File: config.mk
export PLATFORM = sky130hd
export DESIGN_NAME = prog_loader
export DESIGN_NICKNAME = d
export VERILOG_FILES = /design/src/rtl/prog_loader.sv
export SDC_FILE = /design/constraint.sdc
export NUM_CORES = 1
export LEC_CHECK = 0
export ABC_AREA = 0
export ABC_CLOCK_PERIOD_IN_PS = 2550
export CORE_MARGIN = 8
export CORE_UTILIZATION = 50
export CTS_CLUSTER_SIZE = 12
export DETAILED_ROUTE_END_ITERATION = 7
export DONT_BUFFER_PORTS = 1
export HOLD_SLACK_MARGIN = 0.05
export SYNTH_ARGS = -nofsm -noshare
export SYNTH_HDL_FRONTEND = slang
export SYNTH_SLANG_ARGS = --single-unit
File: constraint.sdc
create_clock -name clk -period 2.55 [get_ports clk]
set_input_delay 0.6375 -clock clk [delete_from_list [all_inputs] [get_ports clk]]
set_output_delay 0.6375 -clock clk [all_outputs]
set_load 0.1 [all_outputs]
File: src/rtl/prog_loader.sv
// UART boot loader: receives an A5/LEN/data/CHK frame over 8N1 serial, writes the
// payload into instruction memory and releases the CPU once the checksum matches.
module prog_loader #(
  parameter int CLKS_PER_BIT = 8,
  parameter int MEM_DEPTH    = 19
) (
  input  logic       clk,
  input  logic       rst_n,
  input  logic       rx,
  output logic       prog_we,
  output logic [4:0] prog_addr,
  output logic [7:0] prog_data,
  output logic       cpu_run,
  output logic       busy,
  output logic       err
);

  localparam int CNT_W = $clog2(CLKS_PER_BIT + 1);
  localparam logic [CNT_W-1:0] HALF_M1   = CNT_W'(CLKS_PER_BIT / 2 - 1);
  localparam logic [CNT_W-1:0] FULL_M1   = CNT_W'(CLKS_PER_BIT - 1);
  localparam logic [7:0]       MAX_LEN   = 8'(MEM_DEPTH);
  localparam logic [7:0]       SYNC_BYTE = 8'hA5;

  typedef enum logic [1:0] {
    U_IDLE,
    U_START,
    U_DATA,
    U_STOP
  } uart_state_t;

  typedef enum logic [2:0] {
    F_SYNC,
    F_LEN,
    F_DATA,
    F_CHK,
    F_DONE
  } frame_state_t;

  // Handshake: the UART side offers r_byte_valid for exactly one clk with r_shift
  // stable alongside it; the frame side has no ready and must consume it that cycle.

  logic r_rx_meta;
  logic r_rx_sync;
  logic w_rx;

  uart_state_t      r_ustate;
  logic [CNT_W-1:0] r_clk_cnt;
  logic [2:0]       r_bit_idx;
  logic [7:0]       r_shift;
  logic             r_byte_valid;
  logic             r_frame_err;

  frame_state_t r_fstate;
  logic [7:0]   r_len;
  logic [7:0]   r_sum;
  logic [4:0]   r_cnt;
  logic         r_prog_we;
  logic [4:0]   r_prog_addr;
  logic [7:0]   r_prog_data;
  logic         r_cpu_run;
  logic         r_busy;
  logic         r_err;

  // Synchronizer flops reset to the idle-high line level so reset never looks like a start bit.
  always_ff @(posedge clk) begin
    if (!rst_n) begin
      r_rx_meta <= 1'b1;
      r_rx_sync <= 1'b1;
    end else begin
      r_rx_meta <= rx;
      r_rx_sync <= r_rx_meta;
    end
  end

  assign w_rx = r_rx_sync;

  always_ff @(posedge clk) begin
    if (!rst_n) begin
      r_ustate     <= U_IDLE;
      r_clk_cnt    <= '0;
      r_bit_idx    <= '0;
      r_shift      <= '0;
      r_byte_valid <= 1'b0;
      r_frame_err  <= 1'b0;
    end else begin
      r_byte_valid <= 1'b0;
      r_frame_err  <= 1'b0;
      case (r_ustate)
        U_IDLE: begin
          r_clk_cnt <= '0;
          r_bit_idx <= '0;
          if (!w_rx) r_ustate <= U_START;
        end
        U_START: begin
          // Mid-start re-check: a low pulse shorter than half a bit is discarded.
          if (r_clk_cnt == HALF_M1) begin
            r_clk_cnt <= '0;
            r_ustate  <= w_rx ? U_IDLE : U_DATA;
          end else begin
            r_clk_cnt <= r_clk_cnt + 1'b1;
          end
        end
        U_DATA: begin
          if (r_clk_cnt == FULL_M1) begin
            r_clk_cnt <= '0;
            r_shift   <= {w_rx, r_shift[7:1]};
            if (r_bit_idx == 3'd7) begin
              r_ustate <= U_STOP;
            end else begin
              r_bit_idx <= r_bit_idx + 3'd1;
            end
          end else begin
            r_clk_cnt <= r_clk_cnt + 1'b1;
          end
        end
        U_STOP: begin
          if (r_clk_cnt == FULL_M1) begin
            r_clk_cnt <= '0;
            if (w_rx) r_byte_valid <= 1'b1;
            else      r_frame_err  <= 1'b1;
            r_ustate <= U_IDLE;
          end else begin
            r_clk_cnt <= r_clk_cnt + 1'b1;
          end
        end
        default: r_ustate <= U_IDLE;
      endcase
    end
  end

  always_ff @(posedge clk) begin
    if (!rst_n) begin
      r_fstate    <= F_SYNC;
      r_len       <= '0;
      r_sum       <= '0;
      r_cnt       <= '0;
      r_prog_we   <= 1'b0;
      r_prog_addr <= '0;
      r_prog_data <= '0;
      r_cpu_run   <= 1'b0;
      r_busy      <= 1'b0;
      r_err       <= 1'b0;
    end else begin
      r_prog_we <= 1'b0;
      if (r_frame_err && (r_fstate != F_DONE)) begin
        r_err    <= 1'b1;
        r_busy   <= 1'b0;
        r_fstate <= F_SYNC;
      end else if (r_byte_valid) begin
        case (r_fstate)
          F_SYNC: begin
            if (r_shift == SYNC_BYTE) begin
              r_err    <= 1'b0;
              r_busy   <= 1'b1;
              r_fstate <= F_LEN;
            end
          end
          F_LEN: begin
            if ((r_shift == 8'd0) || (r_shift > MAX_LEN)) begin
              r_err    <= 1'b1;
              r_busy   <= 1'b0;
              r_fstate <= F_SYNC;
            end else begin
              r_len    <= r_shift;
              r_sum    <= r_shift;
              r_cnt    <= '0;
              r_fstate <= F_DATA;
            end
          end
          F_DATA: begin
            // r_cnt stays below LEN, which is bounded by MEM_DEPTH, so the address is always legal.
            r_prog_we   <= 1'b1;
            r_prog_addr <= r_cnt;
            r_prog_data <= r_shift;
            r_sum       <= r_sum + r_shift;
            r_cnt       <= r_cnt + 5'd1;
            if (({3'b000, r_cnt} + 8'd1) == r_len) r_fstate <= F_CHK;
          end
          F_CHK: begin
            r_busy <= 1'b0;
            if (r_shift == r_sum) begin
              r_cpu_run <= 1'b1;
              r_fstate  <= F_DONE;
            end else begin
              r_err    <= 1'b1;
              r_fstate <= F_SYNC;
            end
          end
          F_DONE: ;
          default: begin
            r_busy   <= 1'b0;
            r_fstate <= F_SYNC;
          end
        endcase
      end
    end
  end

  assign prog_we   = r_prog_we;
  assign prog_addr = r_prog_addr;
  assign prog_data = r_prog_data;
  assign cpu_run   = r_cpu_run;
  assign busy      = r_busy;
  assign err       = r_err;

endmodule

### Word-level counts from Yosys, hierarchy flattened

Index checks and enable logic that the tools add are counted.

| cells by class | value |
|---|---|
| add/subtract/negate cells | 5 |
| $lt $le $gt $ge | 1 |
| eq/ne operators | 27 |
| multiplexer cells | 34 |
| bitwise operators | 6 |
| reductions and logical operators | 24 |

Operators with widths:

| kind | number |
|---|---|
| != test 2 bit, second input constant | 10 |
| AND reduction 4 bit | 5 |
| one-hot mux 8 bit (2 select lines) | 1 |
| 2-to-1 mux 3 bit | 5 |
| one-hot mux 3 bit (5 select lines) | 1 |
| 2-to-1 mux 2 bit | 7 |
| != test 3 bit, second input constant | 4 |
| one-hot mux 4 bit (3 select lines) | 1 |
| 2-to-1 mux 1 bit | 10 |
| one-hot mux 5 bit (2 select lines) | 1 |
| AND reduction 5 bit | 2 |
| AND reduction 3 bit | 3 |
| adder 8 bit | 1 |
| == test 6 x 8 -> 1 bit | 1 |
| == test 8 bit | 1 |
| == test 8 bit, second input constant | 1 |
| greater-than comparator 8 x 5 -> 1 bit, second input constant | 1 |
| zero test 8 bit | 1 |
| 2-to-1 mux 4 bit | 2 |
| 2-to-1 mux 8 bit | 1 |
| one-hot mux 2 bit (4 select lines) | 1 |
| adder 5 x 1 -> 6 bit, second input constant | 1 |
| == test 3 x 2 -> 1 bit, second input constant | 2 |
| == test 3 bit, second input constant | 2 |
| 21 further kinds | 32 |

| word-level totals | value |
|---|---|
| register bits after elaboration | 62 |
| output and inout port bits | 17 |
| logic and storage cells | 115 |

### Longest topological paths before layout

| logic depth | value |
|---|---|
| depth in word-level cells | 6 |
| gate-level depth with buffers | 9 |
| mapped depth without buffers | 9 |

### Worst setup path after synthesis

Ideal clock, no wire load.

| timing path | value |
|---|---|
| path kind | reg2reg |
| from | reg r_shift[0] |
| to | reg r_sum[4] |
| setup time | 0.074 ns |
| data arrival time | 1.730 ns |
| required time | 2.476 ns |
| slack | 0.746 ns |
| stages on the path, launching flop included | 9 |
| path buffers | 0 |
| period minus slack after synthesis | 1.804 ns |
| cell sequence | dfxtp_1 ha_1 inv_1 fa_1 nand2b_1 nand2b_1 a211oi_1 or3_1 a31oi_1 |

| on the way | value |
|---|---|
| word-level cells in the longest chain between the ends | 4 |
| elaborated cells on any way between the ends | 7 |
| those cells by class | 1 x add/sub; 1 x order compare; 1 x eq/ne; 1 x mux; 3 x reduce/logical |

RTL lines:

| item | line | text |
|---|---|---|
| start, declared | 49 | `logic [7:0] r_shift;` |
| start signal, assigned | 106 | `r_shift <= {w_rx, r_shift[7:1]};` |
| greater-than comparator 8 x 5 -> 1 bit or zero test 8 bit (tied branches) | 159 | `if ((r_shift == 8'd0) \|\| (r_shift > MAX_LEN)) begin` |
| logical OR 1 bit | 159 |  |
| != test 2 bit (no line) | - |  |
| AND reduction 4 bit (no line) | - |  |
| end signal, assigned | 165 | `r_sum <= r_shift;` |
| end signal, assigned | 175 | `r_sum <= r_sum + r_shift;` |
| end, declared | 55 | `logic [7:0] r_sum;` |

Parallel ways exist; a longest one is shown, timed or not.
A chain may end at the register's enable or synchronous reset.

### Worst setup path after layout

| timing path | value |
|---|---|
| from | reg r_shift[4] |
| to | reg r_sum[7] |

Same word-level chain as after synthesis.

==> flow_metrics.env <==
export IMPL_dp_hpwl_um=4710
export IMPL_rsz0062_at_grt="no"
export IMPL_slew_headroom_pct=58.2
export IMPL_n_antenna_cell=0
export IMPL_ios=20
export IMPL_cp_required_ps=2790
export IMPL_ys_seq_elements=62
export IMPL_slew_viol_final=0
export IMPL_dr_first_iter_drc_count=110
export IMPL_die_width_um=95.4
export IMPL_cts_hold_fix_buffers=0
export IMPL_p_clk_share_pct=50.1
export IMPL_fin_worst_skew_ps=7.50
export IMPL_critPathLaunchType="register"
export IMPL_worstPathArrival_ps=2350
export IMPL_async_flop_share_pct=0
export IMPL_die_h_um=95.4
export IMPL_via_per_inst=5.56
export IMPL_crit_slowest_cell="dfxtp_1"
export IMPL_drive_gt1_share_pct=13.3
export IMPL_critPathMostFrequentCell="a211o_1"
export IMPL_postRouteAntennaNets=0
export IMPL_clock_sinks=62
export IMPL_numCtsBuffers=9
export IMPL_cp_slowest_stage_delay_ps=530
export IMPL_path_clk_slew_ps=70
export IMPL_p_sw_share_pct=20.3
export IMPL_portBuffers=0
export IMPL_antenna_found_initial=0
export IMPL_maxCapViolCount=0
export IMPL_wl_um=6780
export IMPL_groute_usage_overall_pct=15.9
export IMPL_grt_start_max_net_pins=64
export IMPL_cts_resized_gates=0
export IMPL_switchingPower_mw=0.403
export IMPL_p_comb_share_pct=1.0
export IMPL_place_gp_congestion=0.850
export IMPL_ir_worst_vdd_mv=0.348
export IMPL_critical_path_cell_chain="ha_1 > a211o_1 > a211o_1 > a221o_1 > o21ai_0 > nor2_1"
export IMPL_tightest_slew_ps=627
export IMPL_clk_path_buf_depth=2
export IMPL_vias=2564
export IMPL_p_per_area_nw_per_um2=560
export IMPL_yosys_warnings=0
export IMPL_critPathLaunch="r_shift[4]"
export IMPL_postCtsSetupBuffers=0
export IMPL_p_leak_nw=1.40
export IMPL_r2r_start="r_shift[4]"
export IMPL_setup_viol=0
export IMPL_whs_ps=397
export IMPL_p_seq_share_pct=48.9
export IMPL_final_common_cell="dfxtp_1"
export IMPL_cts_max_level=3
export IMPL_critPathCaptureType="register"
export IMPL_syn_nets=381
export IMPL_dr_pass1_iters=4
export IMPL_cp_max_fo=9
export IMPL_fmax_mhz=473
export IMPL_worst_path_buf_inv=0
export IMPL_hold_path_class="primary input to register"
export IMPL_fin_tns_setup_ps=0
export IMPL_core_area_um2=6240
export IMPL_syn_inst=366
export IMPL_rows=29
export IMPL_ys_flop_type="dfxtp_1"
export IMPL_outcome="completed"
export IMPL_nNetsFinal=394
export IMPL_wl_per_cell_um=14.7
export IMPL_dieArea_um2=9110
export IMPL_clk_latency_ps=340
export IMPL_seq_area_frac_synth_pct=39.3
export IMPL_syn_cell_area_um2=3160
export IMPL_synth_edf_count=0
export IMPL_power_internal_mw=1.59
export IMPL_layout_common_cells="dfxtp_1, nand2_1, buf_4, nor2_1, o21ai_0"
export IMPL_min_from="rx"
export IMPL_grt_pass1_wl_um=11300
export IMPL_cts_tree="done"
export IMPL_grt_pass1_vias=2376
export IMPL_ys_types=61
export IMPL_fin_crit_sh_pct=83.0
export IMPL_fin_util_pct=56.9
export IMPL_areaGrowthSynthToFinish_pct=12.6
export IMPL_cts_root_buffer="clkbuf_8"
export IMPL_overflow=0
export IMPL_final_min_clock_period_ps=2120
export IMPL_total_power_mw=1.99
export IMPL_cp_top_family="compound AO/OA/AOI/OAI gates"
export IMPL_finalHoldViolations=0
export IMPL_path_class="register to register"
export IMPL_drc=0
export IMPL_syn_mean_instance_area_um2=8.62
export IMPL_start_util_pct=50.6
-- stage by stage --
step	area [µm²]	instances	setup WS, ps
5_1_grt	3550	461	284
3_3_place_gp	3320	445	510
6_report	3550	461	435
3_5_place_dp	3320	445	469
2_1_floorplan	3160	366	746
4_1_cts	3550	461	453
-- worst reg2reg max path, delay by kind of cell, from the launching register on --
kind / cells / cell delay, ps
compound gates: 4 / 1060
fa+ha+maj: 1 / 370
flops: 1 / 530
simple gates: 1 / 60
-- power by group through the flow --
stage / Sequential, mW / Clock (mW) / Combinational [mW]
CTS: 0.972 / 1.02 / 0.0195
global placement: 0.994 / 0 / 0.0194
floorplan: 0.995 / 0 / 0.0265
global route: 0.972 / 1.06 / 0.0212
detailed placement: 0.994 / 0 / 0.0194
finish: 0.972 / 0.997 / 0.0193
-- logic make-up (layout without fill, tap and decap cells) --
group	after synthesis	count (layout)	synth area share, %
buf+inv	32	50	4.64
simple gates	144	144	23.6
fa+ha+maj	12	12	5.00
mux	17	17	5.43
flops	62	62	39.3
compound gates	88	88	19.0
xor+xnor	11	11	3.05
-- per-layer routing --
metal / share of wire [%] / global-route usage [%]
met1: 49 / 20.5
met5: 0 / 0
met2: 44 / 24.3
met4: 1.7 / 7.30
met3: 5.2 / 4.02
-- flip-flops by register name, indices dropped and copies added, names as in the netlist, 3 cells and up, named ones only --
name	count
r_bit_idx	3
r_clk_cnt	4
prog_data	8
r_fstate	3
r_shift	8
r_cnt	5
r_sum	8
r_len	8
prog_addr	5
-- synth_stat cells, types with 11 or more instances --
cell	instances	area share (%)
dfxtp_1	62	39
nand2_1	47	5.6
nor2_1	21	2.5
o21ai_0	21	3.3
mux2i_1	16	5.1
nor2b_1	16	3.2
clkbuf_1	15	1.8
a21oi_1	14	2.2
nand3_1	14	2.2
a21boi_0	11	2.6
ha_1	11	4.4
inv_1	11	1.3
-- path summary, 6_finish.rpt --
path / depth (start not counted) / slack [ps] / to
worst max-delay path: 6 / 430 / r_sum[7]
worst min-delay path: 1 / 400 / r_rx_meta
worst max register to register: 6 / 430 / r_sum[7]
worst min register to register: 1 / 410 / r_rx_sync
-- layout make-up --
cell class                      instances  area (µm²)
Fill cell                             594        2690
Multi-Input combinational cell        272        1770
Sequential cell                        62        1240
Timing Repair Buffer                   23         173
Clock buffer                           11         151
Tap cell                               77        96.3
Clock inverter                          5        81.3
Inverter                               11        41.3
Note: power is estimated with default switching activity, not from simulation.
